File: config.mk
export PLATFORM = sky130hd
export DESIGN_NAME = dmem_arbiter
export DESIGN_NICKNAME = d
export VERILOG_FILES = /design/src/rtl/dmem_arb_pkg.sv /design/src/rtl/dmem_align_chk.sv /design/src/rtl/dmem_arbiter.sv
export SDC_FILE = /design/constraint.sdc
export NUM_CORES = 1
export LEC_CHECK = 0
export ABC_CLOCK_PERIOD_IN_PS = 3700
export CAP_MARGIN = 20
export CORE_MARGIN = 1.5
export CORE_UTILIZATION = 44
export DETAILED_ROUTE_END_ITERATION = 6
export PLACE_DENSITY = 0.94
export REMOVE_ABC_BUFFERS = 1
export SYNTH_ARGS = -nofsm -noshare
export SYNTH_HDL_FRONTEND = slang
export SYNTH_SLANG_ARGS = --single-unit
export TNS_END_PERCENT = 50
File: constraint.sdc
create_clock -name clk -period 3.7 [get_ports clk]
set_clock_uncertainty 0.15 [all_clocks]
set_input_delay 0.37 -clock clk [delete_from_list [all_inputs] [get_ports clk]]
set_output_delay 0.37 -clock clk [all_outputs]
set_load 0.005 [all_outputs]
File: src/rtl/dmem_arb_pkg.sv
// dmem_arb_pkg: shared size codes, FSM states and grant ids for the data-memory arbiter.
package dmem_arb_pkg;
  localparam logic [2:0] SZ_B  = 3'b000;
  localparam logic [2:0] SZ_H  = 3'b001;
  localparam logic [2:0] SZ_W  = 3'b010;
  localparam logic [2:0] SZ_BU = 3'b100;
  localparam logic [2:0] SZ_HU = 3'b101;
  typedef enum logic [1:0] {IDLE, ISSUE, WAIT, DONE} state_e;
  typedef enum logic {GNT_CORE, GNT_DBG} gnt_e;
endpackage

File: src/rtl/dmem_align_chk.sv
// dmem_align_chk: flags half-words on odd addresses and words off a 4-byte boundary.
module dmem_align_chk
  import dmem_arb_pkg::*;
(
  input  logic [2:0] size_i,
  input  logic [1:0] addr_i,
  output logic       misaligned_o
);
  assign misaligned_o = ((size_i == SZ_H || size_i == SZ_HU) && addr_i[0]) ||
                        (size_i == SZ_W && addr_i != 2'b00);
endmodule

File: src/rtl/dmem_arbiter.sv
// dmem_arbiter: shares the data memory between the core load/store path and the debug port.
// Define DMEM_ARB_RR_EN for round-robin ties; otherwise the core always wins a tie.
module dmem_arbiter
  import dmem_arb_pkg::*;
#(
  parameter int ADDR_W  = 8,
  parameter int DATA_W  = 32,
  parameter int MEM_LAT = 1
) (
  input  logic              clk,
  input  logic              rst,
  input  logic              core_req,
  input  logic              core_we,
  input  logic [2:0]        core_size,
  input  logic [ADDR_W-1:0] core_addr,
  input  logic [DATA_W-1:0] core_wdata,
  output logic              core_stall,
  output logic              core_done,
  output logic              core_err,
  output logic [DATA_W-1:0] core_rdata,
  input  logic              dbg_req,
  input  logic              dbg_we,
  input  logic [ADDR_W-1:0] dbg_addr,
  input  logic [DATA_W-1:0] dbg_wdata,
  output logic              dbg_done,
  output logic              dbg_err,
  output logic [DATA_W-1:0] dbg_rdata,
  output logic              mem_en,
  output logic              mem_we,
  output logic [2:0]        mem_size,
  output logic [ADDR_W-1:0] mem_addr,
  output logic [DATA_W-1:0] mem_wdata,
  input  logic [DATA_W-1:0] mem_rdata,
  output logic              busy
);
  localparam logic [3:0] LAST = 4'(MEM_LAT - 1);
  state_e            state_q, state_d;
  gnt_e              gnt_q, gnt_d, last_gnt_q, last_gnt_d;
  logic              we_q, we_d, err_q, err_d, tie_dbg, win_dbg, mis;
  logic [2:0]        size_q, size_d, sel_size;
  logic [ADDR_W-1:0] addr_q, addr_d, sel_addr;
  logic [DATA_W-1:0] wdata_q, wdata_d, core_rdata_q, core_rdata_d, dbg_rdata_q, dbg_rdata_d;
  logic [3:0]        cnt_q, cnt_d;
`ifdef DMEM_ARB_RR_EN
  assign tie_dbg = last_gnt_q == GNT_CORE;
`else
  logic unused_last_gnt;
  assign unused_last_gnt = last_gnt_q;
  assign tie_dbg = 1'b0;
`endif
  assign win_dbg  = dbg_req & (~core_req | tie_dbg);
  assign sel_size = win_dbg ? SZ_W : core_size;
  assign sel_addr = win_dbg ? dbg_addr : core_addr;
  dmem_align_chk u_align (
    .size_i      (sel_size),
    .addr_i      (sel_addr[1:0]),
    .misaligned_o(mis)
  );
  always_comb begin
    state_d      = state_q;
    gnt_d        = gnt_q;
    last_gnt_d   = last_gnt_q;
    we_d         = we_q;
    size_d       = size_q;
    addr_d       = addr_q;
    wdata_d      = wdata_q;
    err_d        = err_q;
    cnt_d        = cnt_q;
    core_rdata_d = core_rdata_q;
    dbg_rdata_d  = dbg_rdata_q;
    case (state_q)
      IDLE: if (core_req || dbg_req) begin
        gnt_d   = win_dbg ? GNT_DBG : GNT_CORE;
        we_d    = win_dbg ? dbg_we : core_we;
        size_d  = sel_size;
        addr_d  = sel_addr;
        wdata_d = win_dbg ? dbg_wdata : core_wdata;
        err_d   = mis;
        state_d = mis ? DONE : ISSUE;
      end
      ISSUE: begin
        cnt_d   = '0;
        state_d = WAIT;
      end
      WAIT: if (cnt_q == LAST) begin
        core_rdata_d = (!we_q && gnt_q == GNT_CORE) ? mem_rdata : core_rdata_q;
        dbg_rdata_d  = (!we_q && gnt_q == GNT_DBG) ? mem_rdata : dbg_rdata_q;
        state_d      = DONE;
      end else cnt_d = cnt_q + 4'd1;
      DONE: begin
        last_gnt_d = gnt_q;
        state_d    = IDLE;
      end
      default: state_d = IDLE;
    endcase
  end
  always_ff @(posedge clk) begin
    if (!rst) begin
      state_q      <= IDLE;
      gnt_q        <= GNT_CORE;
      last_gnt_q   <= GNT_DBG;
      we_q         <= 1'b0;
      size_q       <= '0;
      addr_q       <= '0;
      wdata_q      <= '0;
      err_q        <= 1'b0;
      cnt_q        <= '0;
      core_rdata_q <= '0;
      dbg_rdata_q  <= '0;
    end else begin
      state_q      <= state_d;
      gnt_q        <= gnt_d;
      last_gnt_q   <= last_gnt_d;
      we_q         <= we_d;
      size_q       <= size_d;
      addr_q       <= addr_d;
      wdata_q      <= wdata_d;
      err_q        <= err_d;
      cnt_q        <= cnt_d;
      core_rdata_q <= core_rdata_d;
      dbg_rdata_q  <= dbg_rdata_d;
    end
  end
  assign core_done  = state_q == DONE && gnt_q == GNT_CORE;
  assign dbg_done   = state_q == DONE && gnt_q == GNT_DBG;
  assign core_err   = core_done & err_q;
  assign dbg_err    = dbg_done & err_q;
  assign core_stall = core_req & ~core_done;
  assign core_rdata = core_rdata_q;
  assign dbg_rdata  = dbg_rdata_q;
  assign mem_en     = state_q == ISSUE;
  assign mem_we     = we_q;
  assign mem_size   = size_q;
  assign mem_addr   = addr_q;
  assign mem_wdata  = wdata_q;
  assign busy       = state_q != IDLE;
endmodule

# After elaboration in Yosys (flattened, before gate mapping)
# Index checks and enable logic that the tools add are counted.
# Widths: inputs -> output; s select.
[word_totals]
ff_bits = 116
word_cells = 58
input_bits = 121
[classes]
mux = 11
n_reduce_logical = 20
n_eq_ne = 9
bitwise_logic = 7
addsub = 1
[ops]
columns = ["op", "count"]
rows = [
  ["$mux 32", 1],
  ["$mux 8", 1],
  ["$pmux 2 s4", 1],
  ["$pmux 4 s2", 1],
  ["$logic_and 1x1->1", 6],
  ["$mux 2", 3],
  ["$ne 2x2->1 const B", 3],
  ["$reduce_and 2->1", 3],
  ["$reduce_and 3->1", 2],
  ["$reduce_bool 2->1", 3],
  ["$add 4x1->4 const B", 1],
  ["$and 1x1->1", 4],
  ["$eq 2x2->1 const B", 2],
  ["$logic_not 4->1", 1],
  ["$mux 4", 1],
  ["$eq 3x1->1 const B", 1],
  ["$eq 3x2->1 const B", 1],
  ["$eq 3x3->1 const B", 1],
  ["$logic_or 1x1->1", 3],
  ["$mux 3", 1],
  ["$not 1->1", 3],
  ["$eq 2x1->1 const B", 1],
  ["$logic_not 2->1", 1],
  ["$mux 1", 2],
  ["$logic_not 1->1", 1],
]

# Logic depth before layout (Yosys ltp)
# Gate-level depths: netlist (run 1).
[logic_depth]
ltp_word = 10
depth_mapped = 8

# Modules after synthesis
# Synthesis (run 1) repeated with hierarchy kept, for this count alone.
[unflattened]
hier_cells = 508
area_unflattened_um2 = 4863.4
[modules_own_cells]
columns = ["module", "instances", "area_each_um2", "cells_each"]
rows = [
  ["dmem_arbiter", 1, 4832.1, 504],
  ["dmem_align_chk", 1, 31.3, 4],
]

# Worst setup path before layout (run 1)
# OpenSTA, ideal clock, no wires.
[synth_timing]
path_kind = "register to register"
startpoint = "register cnt_q[0]"
endpoint = "register core_rdata_q[21] (netlist: core_rdata[21])"
setup_slack_ns = 1.644
synth_period_minus_slack_ns = 2.056
setup_ns = 0.116
arrival_ns = 1.789
stages_incl_launch_ff = 9
cell_sequence = "dfxtp_1 inv_1 ha_1 or3b_4 or4b_4 buf_6 buf_6 nand2_1 a21boi_1"
[synth_between]
elab_chain_len = 2
[synth_lines]
columns = ["item", "line", "text"]
rows = [
  ["start, declared", "dmem_arbiter.sv:43", "logic [3:0] cnt_q, cnt_d;"],
  ["start signal, assigned", "dmem_arbiter.sv:119", "cnt_q <= cnt_d;"],
  ["$logic_not 4->1", "dmem_arbiter.sv:85", "WAIT: if (cnt_q == LAST) begin"],
  ["$reduce_and 3->1 (no line)", "-", ""],
  ["end signal, assigned", "dmem_arbiter.sv:120", "core_rdata_q <= core_rdata_d;"],
  ["end, declared", "dmem_arbiter.sv:42", "logic [DATA_W-1:0] wdata_q, wdata_d, core_rdata_q, core_rdata_d, dbg_rdata_q, dbg_rdata_d;"],
]
# No other way between the ends.
# A chain may end at the register's enable or synchronous reset.

# Worst setup path in the final report (run 1)
[layout_timing]
startpoint = "register state_q[0]"
endpoint = "output port busy"
[layout_between]
elab_chain_len = 1
[layout_lines]
columns = ["item", "line", "text"]
rows = [
  ["start, declared", "dmem_arbiter.sv:37", "state_e state_q, state_d;"],
  ["start signal, assigned", "dmem_arbiter.sv:111", "state_q <= state_d;"],
  ["$reduce_bool 2->1", "dmem_arbiter.sv:136", "assign busy = state_q != IDLE;"],
  ["end, declared", "dmem_arbiter.sv:34", "output logic busy"],
]
# No other way between the ends.

==> results_dict.tcl, run 1 <==
set metrics [dict create \
    synth_top_area_share_pct 47.2 \
    slew-limit-headroom_pct 31.6 \
    dp_hpwl_um 10300 \
    rsz0062_at_grt "no" \
    yosys.area.top_type "dfxtp_1" \
    worst_slew_pin_slew_ns 1.03 \
    slew_viol_final 0 \
    cts_buffers 17 \
    cp-end-kind "output pin" \
    cp_slowest_cell "clkdlybuf4s50_1" \
    tritoncts "yes" \
    antenna_found_initial 0 \
    start_util_pct 45.2 \
    synth_area_um2 4920 \
    power.total_mw 4.76 \
    min_period_ns 2.55 \
    dr.pass1.iters 5 \
    cts_hold_buf 0 \
    cp_common_cell "inv_1" \
    clockBufferDepth 2 \
    power_density_nw_per_um2 606 \
    grt_usage_pct 26.1 \
    wl_per_cell_um 16.8 \
    clk_pin_slew_worst_paths_ns 0.05 \
    post_cts_resize_count 0 \
    grt_pass1_vias 4844 \
    worstSetupPathType "register to output pin" \
    cap_violations 0 \
    cp_cell_sequence "inv_1, ha_1, inv_1, clkdlybuf4s50_1" \
    drt-initial-drc-count 179 \
    clock_latency_ns 0.52 \
    layout_commonest_cell "clkdlybuf4s50_1" \
    ys_ff_latch 116 \
    crit_fanout 11 \
    ant_nets 0 \
    gp_congestion 0.808 \
    area.growth.synth_to_final_pct 59.6 \
    grt_max_degree 118 \
    io_pins 236 \
    leakage_nw 3.43 \
    avgSynthCellArea_um2 9.13 \
    drc 0 \
    synthFlopType "dfxtp_1" \
    die_h_um 109 \
    grt-ovfl-total 0 \
    hold_viol_final 0 \
    grt_pass1_wl_um 23500 \
    finish.utilization_pct 72.1 \
    outcome "finished clean" \
    coreArea_um2 10900 \
    synth_cell_types 37 \
    fin_crit_sh_pct 69.0 \
    cts_root_buf "clkbuf_8" \
    ir_drop_uv 419 \
    io_buffers 235 \
    synth_edf_count 0 \
    nFillCells 716 \
    clkSinkCount 116 \
    cts_max_level 4 \
    critPathRequiredTime_ns 3.18 \
    drt-total-wl_um 15300 \
    worstHoldPathType "primary input to register" \
    synth_cells 539 \
    cts_setup_buffers 0 \
    layout_common_cells "234 x clkdlybuf4s50_1, 173 x nand2_1, 116 x dfxtp_1" \
    start_kind "register" \
    vias 4759 \
    seq_area_frac_synth_pct 47.2 \
    crit_arrival_ns 2.03 \
    avgViaCountPerCell 5.25 \
    n_antenna_cell 0 \
    setup_viol 0 \
    die_w_um 109 \
    max_freq_mhz 392 \
    yosys_warnings 0 \
    synthArstFlopShare_pct 0 \
    die-area_um2 11800 \
    synthTopCellsByArea "dfxtp_1 47%, nand2_1 13%, o211a_1 8.8%, mux2i_1 8.3%, a21boi_0 5.2%" \
    fin_nets 883 \
    drive_above_1_share_pct 5.35 \
    ff2ff_setup_slack_ns 1.45 \
    num_rows 38 \
    slowest_delay_ns 0.53 \
]
[synth_stat cells (3+ instances only)]
cell,number
and2_1,3
o21ai_0,4
o211a_1,43
dfxtp_1,116
nor2b_1,6
clkbuf_1,27
buf_1,4
buf_6,4
a21boi_0,34
a21boi_1,30
ha_1,6
and3_1,4
nand2_1,173
buf_2,8
inv_1,5
mux2i_1,41
nor2_1,6
[per-stage QoR]
step	worst slack (ns)	TNS (ns)	hold WS [ns]	cells	instance area, um^2
2_1_floorplan	-0.625	-11.51	0.301	496	4720
3_3_place_gp	1.37	0	0.289	877	7330
3_5_place_dp	1.27	0	0.296	877	7330
4_1_cts	1.13	0	0.260	907	7850
5_1_grt	1.05	0	0.278	907	7850
6_report	1.15	0	0.286	907	7850
[where the power goes]
part           total (mW)  internal, mW  leakage, nW  switching (mW)
Sequential           1.72          1.53        0.948           0.186
Combinational        1.61         0.882         2.21           0.723
Clock                1.43         0.896        0.263           0.536
Total                4.76          3.31         3.43            1.45
[routing by layer]
layer	global-route usage [%]	share of wire, %	up-vias
li1	-	-	2262
met1	26.0	37	2236
met2	48.4	52	228
met3	8.97	7.9	33
met4	12.5	2.6	0
met5	0	0	-
[final cells by class]
type | instances | area [um^2] | share of cell area [%]
repair buffers | 241 | 2420 | 30.8
inverters | 5 | 18.8 | 0.239
multi-input cells | 375 | 2390 | 30.5
well taps | 140 | 175 | 2.23
flip-flops and latches | 116 | 2320 | 29.6
clock buffers | 25 | 494 | 6.30
clock inverters | 5 | 25.0 | 0.319
[registers in the layout, indices dropped and copies added (netlist names)]
register	cells
cnt_q	4
state_q	2
mem_size	3
core_rdata	32
gnt_q	1
err_q	1
mem_addr	8
dbg_rdata	32
mem_wdata	32
mem_we	1
[critical path, delay by kind of cell, from the launching register on]
family / cells / cell delay, ns
buffers and inverters: 3 / 0.80
flip-flops: 1 / 0.38
adder cells (fa/ha/maj): 1 / 0.34
[logic make-up (layout without fill, tap and decap cells)]
logic type / after synthesis / in the layout / synth area share, %
flops: 116 / 116 / 47.2
xor+xnor: 1 / 1 / 0.178
compound gates: 122 / 122 / 20.7
buf+inv: 48 / 276 / 4.48
mux: 41 / 41 / 8.34
simple gates: 205 / 205 / 17.6
fa+ha+maj: 6 / 6 / 1.53
[worst paths after layout]
check                      start             end  depth (start not counted)
hold / removal     mem_rdata[21]  core_rdata[21]                          3
setup / recovery      state_q[0]            busy                          4
setup reg to reg        cnt_q[0]  core_rdata[16]                          6
hold reg to reg   core_rdata[11]  core_rdata[11]                          2
(Power assumes the default switching activity.)
==> inputs of run 2 (changes only) <==
--- a/config.mk
+++ b/config.mk
@@ -5,12 +5,12 @@
 export SDC_FILE = /design/constraint.sdc
 export NUM_CORES = 1
 export LEC_CHECK = 0
-export ABC_CLOCK_PERIOD_IN_PS = 3700
+export ABC_CLOCK_PERIOD_IN_PS = 2100
 export CAP_MARGIN = 20
 export CORE_MARGIN = 1.5
-export CORE_UTILIZATION = 44
+export CORE_UTILIZATION = 37
 export DETAILED_ROUTE_END_ITERATION = 6
-export PLACE_DENSITY = 0.94
+export PLACE_DENSITY = 0.85
 export REMOVE_ABC_BUFFERS = 1
 export SYNTH_ARGS = -nofsm -noshare
 export SYNTH_HDL_FRONTEND = slang
==> constraint.sdc (replaced) <==
create_clock -name clk -period 2.1 [get_ports clk]
set_clock_uncertainty 0.15 [all_clocks]
set_input_delay 0.21 -clock clk [delete_from_list [all_inputs] [get_ports clk]]
set_output_delay 0.21 -clock clk [all_outputs]
set_load 0.005 [all_outputs]
==> run 2 against run 1 <==
The run now ends with negative setup slack left. Global-route usage is 6.4 points lower. First-iteration DRC count is 96% higher. Final cell count is 6.4% higher. Critical path type is now register to register. Clock power is 86% higher. Critical path depth is 5 higher.
==> results_dict.tcl, run 2 (synthesized netlist as in run 1, its figures left out) <==
set metrics [dict create \
    layout_common_cells "233 x clkdlybuf4s50_1, 167 x nand2_1, 111 x dfxtp_1" \
    cts_root_buf "clkbuf_16" \
    fin_nets 907 \
    io_buffers 235 \
    drive_above_1_share_pct 11.9 \
    clockBufferDepth 2 \
    cp-end-kind "register" \
    slowest_delay_ns 0.40 \
    hold_viol_final 0 \
    dp_slack_ns -0.0157 \
    leakage_nw 3.63 \
    power_density_nw_per_um2 1060 \
    cts_max_level 4 \
    die_w_um 118 \
    wl_per_cell_um 15.3 \
    ir_drop_uv 645 \
    drt-total-wl_um 14800 \
    antenna_found_initial 0 \
    die-area_um2 14000 \
    use_met3_pct 7.09 \
    clk_pin_slew_worst_paths_ns 0.06 \
    dp_hpwl_um 10100 \
    grt_max_degree 80 \
    cts_hold_buf 0 \
    crit_arrival_ns 2.31 \
    worstHoldStart "rst" \
    cts_buffers 17 \
    worstSetupPathType "register to register" \
    vias 4814 \
    violations "negative setup slack" \
    area.growth.synth_to_final_pct 69.5 \
    dr.pass1.iters 4 \
    grt-busiest-layer "met2" \
    ant_nets 0 \
    slew-limit-headroom_pct 67.5 \
    grt_use_met2_pct 33.4 \
    outcome "finished with violations" \
    clock_latency_ns 0.41 \
    num_rows 41 \
    layout_setup_ws_ns -0.0335 \
    crit_fanout 8 \
    max_freq_mhz 469 \
    reg2reg_from "cnt_q[0]" \
    die_h_um 118 \
    grt_pass1_vias 4607 \
    slew_viol_final 0 \
    drc 0 \
    grt_pass1_wl_um 22300 \
    worst_slew_pin_slew_ns 0.487 \
    fin_crit_sh_pct 102 \
    io_pins 236 \
    start_kind "register" \
    setup_viol 12 \
    cp_slowest_cell "or3b_4" \
    n_antenna_cell 0 \
    hold_ws_ns 0.138 \
    tritoncts "yes" \
    final_cells 965 \
    power.total_mw 8.81 \
    coreArea_um2 12800 \
    worstHoldPathType "primary input to register" \
    grt-ovfl-total 0 \
    dp_cells 926 \
    cp_cell_sequence "inv_2, ha_4, or3b_4, buf_6, nor4b_4, buf_4, clkbuf_16, nand2_4, a21boi_1" \
    nFillCells 920 \
    rsz0062_at_grt "yes" \
    avgViaCountPerCell 4.99 \
    start_util_pct 38.5 \
    cp-startpoint "cnt_q[0]" \
    gp_congestion 0.781 \
    min_period_ns 2.13 \
    clkSinkCount 116 \
    drt-initial-drc-count 350 \
    grt_usage_pct 19.7 \
    use_met1_pct 23.0 \
    critPathRequiredTime_ns 2.28 \
    layout_commonest_cell "clkdlybuf4s50_1" \
    cap_violations 0 \
]
==> run 2: changes by cell type in the layout (fill, tap and decap cells not counted), sizes merged <==
| cell | change |
|---|---|
| clkbuf | -4 |
| dlygate4sd2 | +1 |
| inv | +4 |
| clkinvlp | +4 |
| clkdlybuf4s50 | -1 |
| or4b | +1 |
| buf | +21 |
==> run 2: layer usage <==
metal | wire length [um] | up-vias
met3 | 1370 | 17
met4 | 221 | 0
li1 | - | 2331
met5 | 0 | -
met2 | 7250 | 247
met1 | 5920 | 2219
==> run 2: final timing paths <==
| path | cells past startpoint | slack (ns) | to |
|---|---|---|---|
| setup / recovery | 9 | -0.03 | core_rdata[17] |
| hold / removal | 2 | 0.14 | mem_addr[6] |
| setup reg to reg | 9 | -0.03 | core_rdata[17] |
| hold reg to reg | 2 | 0.30 | core_rdata[28] |
==> run 2: cell type report <==
class	instances	area, um^2	area share [%]
clock inverter	13	101	1.22
sequential	116	2330	28.0
inverter	5	18.8	0.225
timing repair buffer	264	2710	32.5
tap	172	215	2.58
clock buffer	19	453	5.43
multi-input combinational	376	2510	30.1
==> run 2: through the flow <==
step	util (%)	TNS (ns)	area (um^2)
after floorplan	-	-102.87	4720
after global placement	59.3	0	7570
after detailed placement	59.3	-0.0157	7570
after CTS	63.7	-0.0286	8140
after global routing	65.3	-1.45	8340
final	65.3	-0.180	8340
==> run 2: power breakdown <==
part / switching (mW) / leakage, nW / internal, mW
registers: 0.314 / 0.950 / 2.71
logic: 1.36 / 2.42 / 1.77
clock network: 1.08 / 0.263 / 1.58
==> run 2: timing repair <==
action,4_1_cts,5_1_grt
gates cloned,0,4
buffers inserted,0,3
pin swaps,1,11
gates resized for setup,7,32
endpoints found under the setup margin,8,34
==> run 2: critical path: cells and delay by family (launching register included) <==
family	cells	cell delay (ns)
buffers and inverters	4	0.56
flip-flops	1	0.32
adder cells (fa/ha/maj)	1	0.12
AND/OR/NAND/NOR	3	0.74
AO/OA/AOI/OAI	1	0.16
